<file path="src/rtl/definitions.sv">
// Shared opcode encoding for the sequencer core; the branch unit only acts on
// OP_CBF ('[') and OP_CBB (']').
package definitions;

  typedef enum logic [3:0] {
    OP_NOP  = 4'd0,
    OP_INC  = 4'd1,
    OP_DEC  = 4'd2,
    OP_PREV = 4'd3,
    OP_NEXT = 4'd4,
    OP_OUT  = 4'd5,
    OP_IN   = 4'd6,
    OP_CBF  = 4'd7,
    OP_CBB  = 4'd8
  } op_code;

endpackage

</file>
<file path="src/rtl/loop_branch_unit.sv">
// Conditional branch resolver: return-address stack for zero-cycle loop-back,
// bracket scanning with a nesting-depth counter when the target is not stacked.
//
// state      | meaning
// IDLE       | normal execution, branches resolved from data and stack
// SCAN_FWD   | skipping forward to the matching ']', instructions suppressed
// SCAN_BWD   | walking backward to the matching '[', instructions suppressed
// ERROR      | unmatched bracket seen, everything suppressed until reset
module loop_branch_unit
  import definitions::*;
#(
  parameter int PC_W        = 16,
  parameter int DATA_W      = 8,
  parameter int DEPTH_W     = 8,
  parameter int STACK_DEPTH = 16
) (
  input  logic                           clock,
  input  logic                           reset,
  input  logic                           instr_valid,
  input  op_code                         instruction,
  input  logic [PC_W-1:0]                pc,
  input  logic [DATA_W-1:0]              data,
  input  logic                           prog_end,
  output logic                           pc_load,
  output logic [PC_W-1:0]                pc_target,
  output logic                           fetch_dir,
  output logic                           suppress,
  output logic                           err_unmatched,
  output logic [$clog2(STACK_DEPTH):0]   stack_level
);

  localparam int IDX_W = $clog2(STACK_DEPTH);
  localparam int SP_W  = IDX_W + 1;

  typedef enum logic [1:0] {S_IDLE, S_SCAN_FWD, S_SCAN_BWD, S_ERROR} state_t;

  state_t               state_q, state_d;
  logic [DEPTH_W-1:0]   depth_q, depth_d;
  logic [DEPTH_W-1:0]   lost_q, lost_d;
  logic [SP_W-1:0]      sp_q, sp_d;
  logic                 fresh_q, fresh_d;
  logic [PC_W-1:0]      stack_q [STACK_DEPTH];
  logic [PC_W-1:0]      stack_d [STACK_DEPTH];

  logic                 is_cbf, is_cbb, data_zero;
  logic                 stack_full, stack_empty, lost_zero;
  logic                 depth_max, depth_one;
  logic                 push_req, push_en;
  logic [IDX_W-1:0]     top_idx;
  logic [PC_W-1:0]      top_pc, pc_inc, pc_dec;

  assign is_cbf      = instr_valid && (instruction == OP_CBF);
  assign is_cbb      = instr_valid && (instruction == OP_CBB);
  assign data_zero   = (data == '0);
  assign stack_full  = (sp_q == SP_W'(STACK_DEPTH));
  assign stack_empty = (sp_q == '0);
  assign lost_zero   = (lost_q == '0);
  assign depth_max   = &depth_q;
  assign depth_one   = (depth_q == DEPTH_W'(1));
  assign top_idx     = IDX_W'(sp_q - SP_W'(1));
  assign top_pc      = stack_q[top_idx];
  assign pc_inc      = pc + PC_W'(1);
  assign pc_dec      = pc - PC_W'(1);
  assign stack_level = sp_q;

  always_ff @(posedge clock) begin
    if (reset) begin
      state_q <= S_IDLE;
      depth_q <= '0;
      lost_q  <= '0;
      sp_q    <= '0;
      fresh_q <= 1'b0;
    end else begin
      state_q <= state_d;
      depth_q <= depth_d;
      lost_q  <= lost_d;
      sp_q    <= sp_d;
      fresh_q <= fresh_d;
    end
  end

  // Stack contents are only meaningful below sp, so they are never cleared.
  always_ff @(posedge clock) begin
    stack_q <= stack_d;
  end

  always_comb begin
    state_d  = state_q;
    depth_d  = depth_q;
    lost_d   = lost_q;
    sp_d     = sp_q;
    fresh_d  = fresh_q;
    push_req = 1'b0;
    push_en  = 1'b0;
    stack_d  = stack_q;
    case (state_q)
      S_IDLE: begin
        if (is_cbf) begin
          if (!data_zero) begin
            push_req = 1'b1;
          end else begin
            depth_d = DEPTH_W'(1);
            state_d = S_SCAN_FWD;
          end
        end else if (is_cbb) begin
          if (data_zero) begin
            if (lost_zero && !stack_empty) sp_d = sp_q - SP_W'(1);
            else if (!lost_zero)           lost_d = lost_q - DEPTH_W'(1);
            else                           state_d = S_ERROR;
          end else if (!(lost_zero && !stack_empty)) begin
            depth_d = DEPTH_W'(1);
            state_d = S_SCAN_BWD;
            fresh_d = stack_empty && lost_zero;
          end
        end
      end
      S_SCAN_FWD: begin
        if (instr_valid) begin
          if (prog_end) begin
            state_d = S_ERROR;
          end else if (is_cbf) begin
            if (depth_max) state_d = S_ERROR;
            else           depth_d = depth_q + DEPTH_W'(1);
          end else if (is_cbb) begin
            depth_d = depth_q - DEPTH_W'(1);
            if (depth_one) state_d = S_IDLE;
          end
        end
      end
      S_SCAN_BWD: begin
        if (instr_valid) begin
          if (prog_end) begin
            state_d = S_ERROR;
          end else if (is_cbb) begin
            if (depth_max) state_d = S_ERROR;
            else           depth_d = depth_q + DEPTH_W'(1);
          end else if (is_cbf) begin
            depth_d = depth_q - DEPTH_W'(1);
            if (depth_one) begin
              state_d  = S_IDLE;
              // A stale entry was already counted when the scan started.
              push_req = fresh_q;
            end
          end
        end
      end
      S_ERROR: ;
      default: state_d = S_ERROR;
    endcase

    if (push_req) begin
      if (stack_full) begin
        if (lost_q != '1) lost_d = lost_q + DEPTH_W'(1);
      end else begin
        push_en = 1'b1;
        sp_d    = sp_q + SP_W'(1);
      end
    end
    if (push_en) stack_d[sp_q[IDX_W-1:0]] = pc_inc;
  end

  always_comb begin
    pc_load       = 1'b0;
    pc_target     = '0;
    fetch_dir     = 1'b0;
    suppress      = 1'b0;
    err_unmatched = 1'b0;
    case (state_q)
      S_IDLE: begin
        if (is_cbb && !data_zero) begin
          pc_load   = 1'b1;
          pc_target = (lost_zero && !stack_empty) ? top_pc : pc_dec;
        end
      end
      S_SCAN_FWD: begin
        suppress = instr_valid;
      end
      S_SCAN_BWD: begin
        fetch_dir = 1'b1;
        suppress  = instr_valid;
        if (is_cbf && depth_one && !prog_end) begin
          pc_load   = 1'b1;
          pc_target = pc_inc;
          fetch_dir = 1'b0;
        end
      end
      S_ERROR: begin
        suppress      = 1'b1;
        err_unmatched = 1'b1;
      end
      default: ;
    endcase
  end

endmodule

</file>
<file path="config.mk">
export PLATFORM = sky130hd
export DESIGN_NAME = loop_branch_unit
export DESIGN_NICKNAME = d
export VERILOG_FILES = /design/src/rtl/definitions.sv /design/src/rtl/loop_branch_unit.sv
export SDC_FILE = /design/constraint.sdc
export NUM_CORES = 1
export LEC_CHECK = 0
export ABC_CLOCK_PERIOD_IN_PS = 12500
export BUFFER_PORTS_ARGS = -buffer_cell sky130_fd_sc_hd__buf_2
export CORE_MARGIN = 2
export CORE_UTILIZATION = 55
export DETAILED_ROUTE_END_ITERATION = 6
export PLACE_DENSITY = 0.72
export SKIP_LAST_GASP = 1
export SLEW_MARGIN = 40
export SYNTH_ARGS = -nofsm -noshare
export SYNTH_HDL_FRONTEND = slang
export SYNTH_SLANG_ARGS = --single-unit
</file>
<file path="constraint.sdc">
create_clock -name clock -period 12.5 [get_ports clock]
set_clock_uncertainty 0.1 [all_clocks]
set_input_delay 0.625 -clock clock [delete_from_list [all_inputs] [get_ports clock]]
set_output_delay 0.625 -clock clock [all_outputs]
set_load 0.02 [all_outputs]
</file>
==> metrics.yaml <==
sta:
  tns_ns: 0
  fin_crit_sh_pct: 38.3
  grt_setup_unrepaired: "false"
  tightest_slew_ns: 0.804
  hold_viol: 0
  setup_viol: 0
  max_freq_mhz: 209
  maxSlewHeadroom_pct: 46.2
  min_period_ns: 4.78
  finalMaxSlewViolations: 0
floorplanning:
  fp.dieW_um: 156
  core_um2: 22700
  start_util_pct: 56.1
  die_h_um: 156
  placementRows: 55
  dieArea_um2: 24400
  ios: 57
power:
  power_frac_seq_pct: 46.9
  p_leak_nw: 4.64
  swShare_pct: 25.3
  total_power_mw: 2.23
  clkPwrFrac_pct: 37.5
  ir_worst_vdd_mv: 0.135
  p_int_mw: 1.66
  combPwrFrac_pct: 15.6
  p_switching_uw: 563
  power_density_nw_per_um2: 154
critical_path:
  path_max_fanout: 64
  max_stage_delay_ns: 0.73
  cp-start-kind: "flip-flop"
  crit_family: "buffers and inverters"
  crit_buf_inv: 3
  end_kind: "primary output"
  reg2reg_slack_ns: 8.48
  reg2reg_from: "depth_q[4]"
  slowest_stage: "dfxtp_4"
  reg2regPathDepth: 8
  r2r_end: "stack_q[224]"
  worst_ep_required_time_ns: 11.77
  cp_cell_sequence: "inv_1, ha_2, buf_6, mux4_2, mux4_2, nand2_1, o21ai_0, a32o_1, buf_2"
  worstSetupPathType: "reg -> out"
  arrival_ns: 4.06
  crit_top_cell: "mux4_2"
synth:
  ys_ff_latch: 280
  syn_nets: 866
  async_flop_share_pct: 0
  ys_top_cells_by_area: "edfxtp_1, mux4_2, dfxtp_1"
  yosys.area_share.simple_pct: 8.34
  yosys.area.top_type: "edfxtp_1"
  synth_enable_flop_cells: 256
  synth_cell_types: 67
  yosys.area.top_type_share_pct: 60.4
  ys.flop_type: "edfxtp_1"
  netlist_area_um2: 12700
  avgSynthCellArea_um2: 15.6
  synthXorXnorAreaFrac_pct: 2.61
  synth_mux_area_share_pct: 14.3
  synth_top_family_by_area: "multiplexers"
  netlist_instances: 817
  synth_seq_area_share_pct: 64.1
  ys_warn_count: 0
  synth_compound_gate_area_share_pct: 6.75
  synth_adder_area_share_pct: 1.67
clock_network:
  insertion_delay_ns: 0.54
  cts_buffers: 29
  clkTransAtPathRegs_ns: 0.06
  cts-resized-gates: 0
  cts_tree: "built"
  cts_sinks: 280
  cts_buffer_depth: 3
  cts_setup_buffers: 0
  htreeDepth: 1
  ctsHoldBuffers: 0
  clockRootBuffer: "clkbuf_16"
global_routing:
  grt_max_degree: 65
  grt_pass1_wl_mm: 46.6
  antenna_found_initial: 0
  grt_pass1_vias: 7802
  grt.overflow.total: 0
  grt_usage_pct: 25.9
worst_hold_path:
  worstHoldStart: "depth_q[1]"
  hold_end: "depth_q[1]"
  hold_class: "reg -> reg"
  holdPathStages: 2
finish:
  final_common_cell: "edfxtp_1"
  final_cell_mix: "edfxtp_1, mux4_2, buf_2, nor2_1, nand2_1"
  multi_input_comb_area_um2: 4470
  area_delta_synth_final_pct: 13.3
  fin_nets: 924
  drive_gt1_share_pct: 27.1
  final-seq-area_um2: 8170
  nFillCells: 1614
  diodes: 0
detailed_routing:
  antenna_left: 0
  wl_mm: 31.2
  wire_per_inst_um: 26.4
  dr.pass1.iters: 5
  viasPerCell: 6.63
  drt_iter0_markers: 897
  drc: 0
  vias: 7828
placement:
  dp.final_hpwl_mm: 18.2
  gp_congestion: 0.846
  port-buffer-count: 56
job:
  max_cap_viol_count: 0
run_status:
  status: "finished, final reports clean"
-- worst max-delay path by stage --
stage	slack, ns	to	cells after the start	from
2_1_floorplan	7.89	pc_target[9]	11	stack_level[0]
3_3_place_gp	8.14	pc_target[12]	9	stack_level[0]
3_5_place_dp	8.25	pc_target[12]	9	stack_level[0]
4_1_cts	7.68	pc_target[12]	9	stack_level[0]
5_1_grt	7.48	pc_target[12]	9	stack_level[0]
6_report	7.72	pc_target[12]	9	stack_level[0]
-- cells in the mapped netlist, types with 4 or more instances --
cell,n
xor2_1,14
a21oi_1,25
and3_1,5
buf_1,5
a32o_1,8
and2_1,4
or4_1,4
or3_1,5
mux4_2,78
nand4_1,5
clkbuf_1,35
inv_1,18
xnor2_1,24
a32oi_1,4
buf_2,8
dfxtp_1,24
nor2_1,60
nor3_1,18
a211oi_1,10
ha_1,17
nor4_1,11
o211ai_1,4
nand3_1,26
a31oi_1,6
edfxtp_1,256
nor2b_1,4
a41oi_1,4
a22oi_1,4
mux2i_1,5
o2bb2ai_1,7
nand2_1,41
nand2b_1,7
o21ai_0,21
-- worst reg2reg max path, delay by kind of cell, from the launching register on --
family / cells / cell delay (ns)
simple gates: 5 / 2.15
buf+inv: 2 / 0.65
flops: 1 / 0.39
compound gates: 1 / 0.39
-- logic make-up after synthesis --
group	Yosys count
buffers and inverters	68
AOI/OAI and AO/OA	120
xor gates and xnor gates	38
and+or+nand+nor	210
DFF	280
muxes	84
adders and majority gates	17
-- power by group through the flow --
| stage | clock (mW) | sequential, mW | combinational (mW) |
|---|---|---|---|
| finish | 0.836 | 1.04 | 0.346 |
| global route | 0.883 | 1.04 | 0.371 |
| CTS | 0.847 | 1.04 | 0.343 |
| detailed placement | 0 | 1.06 | 0.340 |
| global placement | 0 | 1.06 | 0.329 |
| floorplan | 0 | 1.06 | 0.250 |
-- metal layers --
| layer | global-route usage, % | wire (um) | vias to the layer above |
|---|---|---|---|
| met5 | 0 | 0 | - |
| met1 | 36.1 | 12400 | 3961 |
| met4 | 8.69 | 1050 | 0 |
| li1 | - | - | 3386 |
| met2 | 42.0 | 14900 | 414 |
| met3 | 4.56 | 2750 | 67 |
-- state kept, by name, summed over array words and instances, names as in the netlist --
register     cells
stack_level      5
lost_q           8
stack_q        256
depth_q          8
state_q          2
fresh_q          1
-- layout make-up --
type	instances	area share, %
Clock inverter	18	1.16
Inverter	18	0.468
Multi-Input combinational cell	469	31.0
Clock buffer	34	5.16
Tap cell	285	2.47
Sequential cell	280	56.6
Timing Repair Buffer	77	3.07
-- stage by stage --
| stage | setup slack [ns] | area (um2) | std cells | util (%) | hold slack, ns |
|---|---|---|---|---|---|
| after CTS | 7.68 | 14400 | 1179 | 63.4 | 0.423 |
| final | 7.72 | 14400 | 1181 | 63.5 | 0.433 |
| after floorplan | 7.89 | 12700 | 817 | - | 0.378 |
| after detailed placement | 8.25 | 13500 | 1127 | 59.4 | 0.427 |
| after global placement | 8.14 | 13400 | 1127 | 58.8 | 0.416 |
| after global routing | 7.48 | 14400 | 1181 | 63.5 | 0.464 |
(Power assumes the default switching activity.)
